===== src/rtl/hid_log_pkg.sv =====
// Shared types and ASCII helpers for the HID report logger.
package hid_log_pkg;

  typedef enum logic [2:0] {
    ST_IDLE = 3'd0,
    ST_TYPE = 3'd1,
    ST_SEP  = 3'd2,
    ST_HI   = 3'd3,
    ST_LO   = 3'd4,
    ST_CR   = 3'd5,
    ST_LF   = 3'd6
  } log_state_t;

  localparam logic [7:0] ASCII_CR = 8'h0D;
  localparam logic [7:0] ASCII_LF = 8'h0A;
  localparam logic [7:0] ASCII_SP = 8'h20;
  localparam logic [7:0] ASCII_N  = 8'h4E;
  localparam logic [7:0] ASCII_K  = 8'h4B;
  localparam logic [7:0] ASCII_M  = 8'h4D;
  localparam logic [7:0] ASCII_G  = 8'h47;

  function automatic logic [7:0] hex_ascii(input logic [3:0] nibble);
    logic [7:0] ch;
    if (nibble < 4'd10) begin
      ch = 8'h30 + {4'h0, nibble};
    end else begin
      ch = 8'h37 + {4'h0, nibble};
    end
    return ch;
  endfunction

  function automatic logic [7:0] type_char(input logic [1:0] typ);
    logic [7:0] ch;
    case (typ)
      2'd0:    ch = ASCII_N;
      2'd1:    ch = ASCII_K;
      2'd2:    ch = ASCII_M;
      2'd3:    ch = ASCII_G;
      default: ch = ASCII_N;
    endcase
    return ch;
  endfunction

endpackage


===== src/rtl/uart_tx_8n1.sv =====
// 8N1 UART transmitter; ready also rises in the last stop-bit cycle so
// characters can be chained without an idle gap.
module uart_tx_8n1 #(
  parameter int CLKS_PER_BIT = 104
) (
  input  logic       clk,
  input  logic       rst,
  input  logic       start,
  input  logic [7:0] data,
  output logic       ready,
  output logic       tx
);

  localparam int CW = $clog2(CLKS_PER_BIT);
  localparam logic [CW-1:0] CNT_LAST = CW'(CLKS_PER_BIT - 1);
  localparam logic [CW-1:0] CNT_ONE  = CW'(1);

  logic          active_r;
  logic [CW-1:0] cnt_r;
  logic [3:0]    bit_r;
  logic [7:0]    shift_r;
  logic          tx_r;
  logic          bit_end_s;
  logic          last_s;

  // bit_r: 0 = start bit, 1..8 = data bits, 9 = stop bit
  assign bit_end_s = (cnt_r == CNT_LAST);
  assign last_s    = active_r && bit_end_s && (bit_r == 4'd9);
  assign ready     = !active_r || last_s;
  assign tx        = tx_r;

  // Frame sequencer and serial output register
  always_ff @(posedge clk) begin
    if (rst) begin
      active_r <= 1'b0;
      cnt_r    <= {CW{1'b0}};
      bit_r    <= 4'd0;
      shift_r  <= 8'h00;
      tx_r     <= 1'b1;
    end else if (start && ready) begin
      active_r <= 1'b1;
      cnt_r    <= {CW{1'b0}};
      bit_r    <= 4'd0;
      shift_r  <= data;
      tx_r     <= 1'b0;
    end else if (active_r) begin
      if (bit_end_s) begin
        cnt_r <= {CW{1'b0}};
        if (bit_r == 4'd9) begin
          active_r <= 1'b0;
          tx_r     <= 1'b1;
        end else begin
          bit_r <= bit_r + 4'd1;
          if (bit_r == 4'd8) begin
            tx_r <= 1'b1;
          end else begin
            tx_r    <= shift_r[0];
            shift_r <= {1'b0, shift_r[7:1]};
          end
        end
      end else begin
        cnt_r <= cnt_r + CNT_ONE;
      end
    end
  end

endmodule


===== src/rtl/hid_report_logger.sv =====
// Queues HID reports and prints each as an ASCII hex line over UART 8N1.
// Define HID_LOG_DEDUP_EN to discard reports identical to the last accepted one.
module hid_report_logger
  import hid_log_pkg::*;
#(
  parameter int CLK_HZ       = 12_000_000,
  parameter int BAUD         = 115_200,
  parameter int REPORT_BYTES = 8,
  parameter int FIFO_DEPTH   = 4
) (
  input  logic                            clk,
  input  logic                            rst,
  input  logic                            report_valid,
  input  logic [1:0]                      report_typ,
  input  logic [8*REPORT_BYTES-1:0]       report_data,
  output logic                            uart_tx,
  output logic                            busy,
  output logic [$clog2(FIFO_DEPTH+1)-1:0] fifo_level,
  output logic [7:0]                      drop_cnt,
  output logic [7:0]                      dup_cnt
);

  localparam int CLKS_PER_BIT = CLK_HZ / BAUD;
  localparam int AW = $clog2(FIFO_DEPTH);
  localparam int LW = $clog2(FIFO_DEPTH + 1);
  localparam int BW = (REPORT_BYTES > 1) ? $clog2(REPORT_BYTES) : 1;
  localparam int DW = 8 * REPORT_BYTES;
  localparam logic [BW-1:0] LAST_IDX = BW'(REPORT_BYTES - 1);
  localparam logic [BW-1:0] IDX_ONE  = BW'(1);

  logic [1:0]    fifo_typ_r  [FIFO_DEPTH];
  logic [DW-1:0] fifo_data_r [FIFO_DEPTH];
  logic [AW:0]   wr_ptr_r, rd_ptr_r;
  logic [AW:0]   wr_nxt_s, rd_nxt_s;
  logic [LW-1:0] level_r, level_nxt_s;
  logic          busy_r, busy_nxt_s;
  logic [7:0]    drop_r;
  logic [7:0]    dup_r;

  log_state_t    state_r;
  logic [1:0]    line_typ_r;
  logic [DW-1:0] line_data_r;
  logic [BW-1:0] byte_idx_r;
  logic [DW-1:0] line_shift_s;
  logic [7:0]    cur_byte_s;
  logic [7:0]    char_s;

  logic empty_s, full_s, pop_s, push_s, drop_s, dup_s;
  logic start_s, ready_s, hs_s;

  assign empty_s = (wr_ptr_r == rd_ptr_r);
  assign full_s  = (wr_ptr_r[AW] != rd_ptr_r[AW]) &&
                   (wr_ptr_r[AW-1:0] == rd_ptr_r[AW-1:0]);
  assign pop_s   = (state_r == ST_IDLE) && !empty_s;
  // A full FIFO still takes a strobe when the same cycle frees a slot
  assign push_s  = report_valid && !dup_s && (!full_s || pop_s);
  assign drop_s  = report_valid && !dup_s && !push_s;

  assign wr_nxt_s    = wr_ptr_r + {{AW{1'b0}}, push_s};
  assign rd_nxt_s    = rd_ptr_r + {{AW{1'b0}}, pop_s};
  assign level_nxt_s = wr_nxt_s - rd_nxt_s;

  assign start_s = (state_r != ST_IDLE);
  assign hs_s    = start_s && ready_s;

  assign busy_nxt_s = pop_s || (level_nxt_s != {LW{1'b0}}) ||
                      (start_s && !((state_r == ST_LF) && hs_s));

`ifdef HID_LOG_DEDUP_EN
  logic          last_valid_r;
  logic [1:0]    last_typ_r;
  logic [DW-1:0] last_data_r;

  assign dup_s = report_valid && last_valid_r &&
                 (report_typ == last_typ_r) && (report_data == last_data_r);

  // Remember the most recently accepted report for duplicate filtering
  always_ff @(posedge clk) begin
    if (rst) begin
      last_valid_r <= 1'b0;
      last_typ_r   <= 2'd0;
      last_data_r  <= {DW{1'b0}};
    end else if (push_s) begin
      last_valid_r <= 1'b1;
      last_typ_r   <= report_typ;
      last_data_r  <= report_data;
    end
  end

  // Saturating duplicate counter
  always_ff @(posedge clk) begin
    if (rst) begin
      dup_r <= 8'h00;
    end else if (dup_s && (dup_r != 8'hFF)) begin
      dup_r <= dup_r + 8'd1;
    end
  end
`else
  assign dup_s = 1'b0;
  assign dup_r = 8'h00;
`endif

  // FIFO storage; emptiness is tracked by the pointers alone
  always_ff @(posedge clk) begin
    if (push_s) begin
      fifo_typ_r[wr_ptr_r[AW-1:0]]  <= report_typ;
      fifo_data_r[wr_ptr_r[AW-1:0]] <= report_data;
    end
  end

  // Pointers, status outputs and saturating drop counter
  always_ff @(posedge clk) begin
    if (rst) begin
      wr_ptr_r <= {(AW+1){1'b0}};
      rd_ptr_r <= {(AW+1){1'b0}};
      level_r  <= {LW{1'b0}};
      busy_r   <= 1'b0;
      drop_r   <= 8'h00;
    end else begin
      wr_ptr_r <= wr_nxt_s;
      rd_ptr_r <= rd_nxt_s;
      level_r  <= level_nxt_s;
      busy_r   <= busy_nxt_s;
      if (drop_s && (drop_r != 8'hFF)) begin
        drop_r <= drop_r + 8'd1;
      end
    end
  end

  assign line_shift_s = line_data_r >> {byte_idx_r, 3'b000};
  assign cur_byte_s   = line_shift_s[7:0];

  // Character presented to the UART for the current state
  always_comb begin
    char_s = 8'h00;
    case (state_r)
      ST_TYPE: char_s = type_char(line_typ_r);
      ST_SEP:  char_s = ASCII_SP;
      ST_HI:   char_s = hex_ascii(cur_byte_s[7:4]);
      ST_LO:   char_s = hex_ascii(cur_byte_s[3:0]);
      ST_CR:   char_s = ASCII_CR;
      ST_LF:   char_s = ASCII_LF;
      default: char_s = 8'h00;
    endcase
  end

  // Line sequencer: one UART character per non-idle state
  always_ff @(posedge clk) begin
    if (rst) begin
      state_r     <= ST_IDLE;
      line_typ_r  <= 2'd0;
      line_data_r <= {DW{1'b0}};
      byte_idx_r  <= {BW{1'b0}};
    end else begin
      case (state_r)
        ST_IDLE: begin
          if (pop_s) begin
            line_typ_r  <= fifo_typ_r[rd_ptr_r[AW-1:0]];
            line_data_r <= fifo_data_r[rd_ptr_r[AW-1:0]];
            byte_idx_r  <= {BW{1'b0}};
            state_r     <= ST_TYPE;
          end
        end
        ST_TYPE: if (hs_s) state_r <= ST_SEP;
        ST_SEP:  if (hs_s) state_r <= ST_HI;
        ST_HI:   if (hs_s) state_r <= ST_LO;
        ST_LO: begin
          if (hs_s) begin
            if (byte_idx_r == LAST_IDX) begin
              state_r <= ST_CR;
            end else begin
              byte_idx_r <= byte_idx_r + IDX_ONE;
              state_r    <= ST_SEP;
            end
          end
        end
        ST_CR:   if (hs_s) state_r <= ST_LF;
        ST_LF:   if (hs_s) state_r <= ST_IDLE;
        default: state_r <= ST_IDLE;
      endcase
    end
  end

  uart_tx_8n1 #(
    .CLKS_PER_BIT(CLKS_PER_BIT)
  ) u_uart (
    .clk   (clk),
    .rst   (rst),
    .start (start_s),
    .data  (char_s),
    .ready (ready_s),
    .tx    (uart_tx)
  );

  assign busy       = busy_r;
  assign fifo_level = level_r;
  assign drop_cnt   = drop_r;
  assign dup_cnt    = dup_r;

endmodule


===== config.mk =====
export PLATFORM = sky130hd
export DESIGN_NAME = hid_report_logger
export DESIGN_NICKNAME = d
export VERILOG_FILES = /design/src/rtl/hid_log_pkg.sv /design/src/rtl/uart_tx_8n1.sv /design/src/rtl/hid_report_logger.sv
export SDC_FILE = /design/constraint.sdc
export NUM_CORES = 1
export LEC_CHECK = 0
export BUFFER_PORTS_ARGS = -buffer_cell sky130_fd_sc_hd__buf_4
export CAP_MARGIN = 10
export CORE_MARGIN = 2
export CORE_UTILIZATION = 30
export CTS_CLUSTER_SIZE = 40
export DETAILED_ROUTE_END_ITERATION = 10
export GPL_TIMING_DRIVEN = 1
export SETUP_SLACK_MARGIN = 0.15
export SLEW_MARGIN = 15
export SYNTH_ARGS = -nofsm -noshare
export SYNTH_HDL_FRONTEND = slang
export SYNTH_HIERARCHICAL = 1
export SYNTH_SLANG_ARGS = --single-unit

===== constraint.sdc =====
create_clock -name clk -period 6.8 [get_ports clk]
set_input_delay 1.7 -clock clk [delete_from_list [all_inputs] [get_ports clk]]
set_output_delay 1.7 -clock clk [all_outputs]
set_load 0.03 [all_outputs]

==> results.cfg <==
[die]
die-area_mm2 = 0.0514
initial_utilization_pct = 30.4
fp.dieH_um = 227
std_cell_rows = 81
die_x_um = 227
io_pins = 90
core_area_mm2 = 0.0490

[yosys]
synth_edf_count = 264
synth_top_area_share_pct = 53.3
synth-seq-cells = 375
yosysTopAreaCell = edfxtp_1
yosysWarnings = 6
netlist_area_mm2 = 0.0149
yosysSeqAreaShare_pct = 68.2
syn_inst = 966
synthArstFlopShare_pct = 0
synth.top_cells.by_area = edfxtp_1 (53%), dfxtp_1 (15%), mux4_2 (12%)
synth.avg_cell_area_um2 = 15.4
synthDistinctLibCells = 60
ys_dominant_reg_cell = edfxtp_1

[sta]
finalCritPeriodShare_pct = 51.4
finalHoldViolations = 0
fmax_ghz = 0.286
post-route-min-period_ns = 3.50
worst-slew-pin-transition_ns = 1.13
fin_skew_ns = 0.0151
slew_violations = 0
finalSetupViolCount = 0
grt_setup_unrepaired = no
slew_headroom_pct = 24.9
hold_ws_ns = 0.453

[drt]
first_iter_violations = 697
avgRoutedWirePerCell_um = 17.5
drt_wl_total_um = 30400
vias_per_cell = 4.61
first_pass_iters = 4
via_count = 8022
ant_nets = 0
drc = 0

[pwr]
swShare_pct = 29.1
pwr-share-clk_pct = 33.8
p_sw_w = 0.00190
power_frac_comb_pct = 21.3
power_density_mw_per_mm2 = 373
ir_worst_vdd_mv = 0.280
internal-power_w = 0.00463
pwr-share-seq_pct = 44.8
p_total_w = 0.00652
power_leakage_nw = 5.78

[critical_path]
r2r_setup_slack_ns = 3.30
end_kind = register
start_kind = register
crit_end = busy
max_stage_delay_ns = 0.68
path_common_cell = xnor2_1
cp-startpoint = state_r[2]
reg2reg_to = busy
path_cells = or3_1 > nand4_1 > nand2_1 > inv_1 > ha_1 > ha_1 > fa_1 > xnor2_1 > xnor2_1 > xnor2_1 > a21oi_1
regToRegStartpoint = state_r[2]
rr_worst_depth = 11
crit_required_ns = 7.17
critPathKind = register to register
critical_path.slowest_cell = dfxtp_1
crit_fanout = 20
critPathArrivalTime_ns = 3.87

[placed_design]
post-dp-hpwl_um = 18900
gp_congestion = 0.798
dpl.cell_count = 1666
portBuffers = 81

[clocking]
clock_latency_ns = 0.55
cts_tree = built
clk_pin_slew_ns = 0.06
cts_max_path_buffers = 3
post-cts-setup-buffers = 0
cts.root.buffer_cell = clkbuf_16
h-tree-depth = 2
hold_buffers = 0
cts.sinks = 375
numCtsBuffers = 41
ctsResizeCount = 0

[layout]
final_nets = 1129
antenna_cells = 0
drive_above_1_share_pct = 24.1
final_common_cell = edfxtp_1
instances_no_fill = 1742
layout_common_cells = edfxtp_1 (264), nand2_1 (146), dfxtp_1 (109), buf_4 (91), a21oi_1 (86)
syn2layout_area_growth_pct = 17.4
fill_cells = 4644

[global_routing]
grt-ovfl-total = 0
antenna_found_initial = 0
grt_pass1_vias = 8133
grt_pass1_wl_um = 47500
track_usage_pct = 12.1
grt_max_degree = 107

[flow_run]
maxCapViolations = 0

[status]
status = finished, final reports clean

[hold_path]
hp-class = register to register
==> routing by layer <==
layer	vias up	part of all wire, %	track usage, %
met4	0	1.5	2.95
met1	4046	45	15.9
met3	39	3.8	2.16
li1	3797	-	-
met2	140	50	20.5
met5	-	0	0
==> area by class of cell <==
cell class	instances	area, um^2	share of cell area (%)
Tap cell	664	831	4.75
Sequential cell	375	10200	58.1
Clock buffer	58	1130	6.46
Timing Repair Buffer	91	683	3.91
Clock inverter	18	231	1.32
Inverter	13	48.8	0.279
Multi-Input combinational cell	523	4400	25.2
==> cells in the mapped netlist (2+ instances only) <==
library cell,n
nor3_1,10
nand2b_1,3
or3_1,3
clkbuf_1,34
xnor2_1,21
a21oi_1,86
a21o_1,2
and4b_1,2
ha_1,14
nor2b_1,4
o21ai_1,5
inv_1,12
nor4_1,4
buf_2,13
mux2i_1,11
o21ai_0,11
mux2i_4,2
nand2_1,146
buf_4,9
a211oi_1,7
buf_6,6
nand3_2,2
nand4_1,7
nor3b_1,4
nor2_1,37
mux2i_2,3
xor2_1,5
mux2_4,3
edfxtp_1,264
nand3_1,13
and3_1,3
dfxtp_1,111
mux4_2,82
==> per-stage QoR <==
stage,cell area [um^2],util (%),TNS [ns],setup slack (ns)
after CTS,17500,35.7,0,3.17
final,17500,35.7,0,3.30
after global placement,16100,32.9,0,3.01
after global routing,17500,35.7,0,2.97
after detailed placement,16100,32.9,0,3.00
after floorplan,14900,-,-59.15,-0.433
==> flip-flops by register name, summed over array words and instances (netlist names), 2 cells and up <==
name and cells:
byte_idx_r 3, drop_cnt 8, fifo_data_r 256, fifo_level 3, fifo_typ_r 8, line_data_r 64
line_typ_r 2, rd_ptr_r 3, state_r 3, u_uart/bit_r 4, u_uart/cnt_r 7, u_uart/shift_r 8
wr_ptr_r 3
==> worst min-delay path by stage <==
stage | start | to | slack (ns) | depth (start not counted)
after floorplan | line_data_r[16] | line_data_r[16] | 0.43 | 2
after global placement | line_data_r[22] | line_data_r[22] | 0.44 | 2
after detailed placement | line_data_r[22] | line_data_r[22] | 0.45 | 2
after CTS | line_data_r[50] | line_data_r[50] | 0.46 | 2
after global routing | line_data_r[63] | line_data_r[63] | 0.48 | 2
final | line_data_r[39] | line_data_r[39] | 0.45 | 2
==> kinds of logic after synthesis <==
family                   after synthesis  synth area share, %
AO/OA/AOI/OAI                        127                 5.08
XOR/XNOR                              26                 1.53
adder cells (fa/ha/maj)               15                 1.31
buffers and inverters                 76                 2.56
flip-flops                           375                 68.2
multiplexers                         101                 14.0
other                                  1               0.0252
AND/OR/NAND/NOR                      245                 7.28
==> critical path, delay by kind of cell (launching register included) <==
family	cells	cell delay (ns)
and+or+nand+nor	3	1.04
adders and majority gates	3	0.92
DFF	1	0.68
xor gates and xnor gates	3	0.49
buffers and inverters	1	0.10
AOI/OAI and AO/OA	1	0.09
==> power groups by stage <==
stage / sequential (W) / clock, W / combinational [W]
6_report: 0.00292 / 0.00221 / 0.00139
2_1_floorplan: 0.00290 / 0 / 0.00109
3_5_place_dp: 0.00298 / 0 / 0.00141
4_1_cts: 0.00293 / 0.00227 / 0.00142
5_1_grt: 0.00296 / 0.00237 / 0.00154
3_3_place_gp: 0.00297 / 0 / 0.00140
No activity file was read; power rests on OpenSTA's default activity.
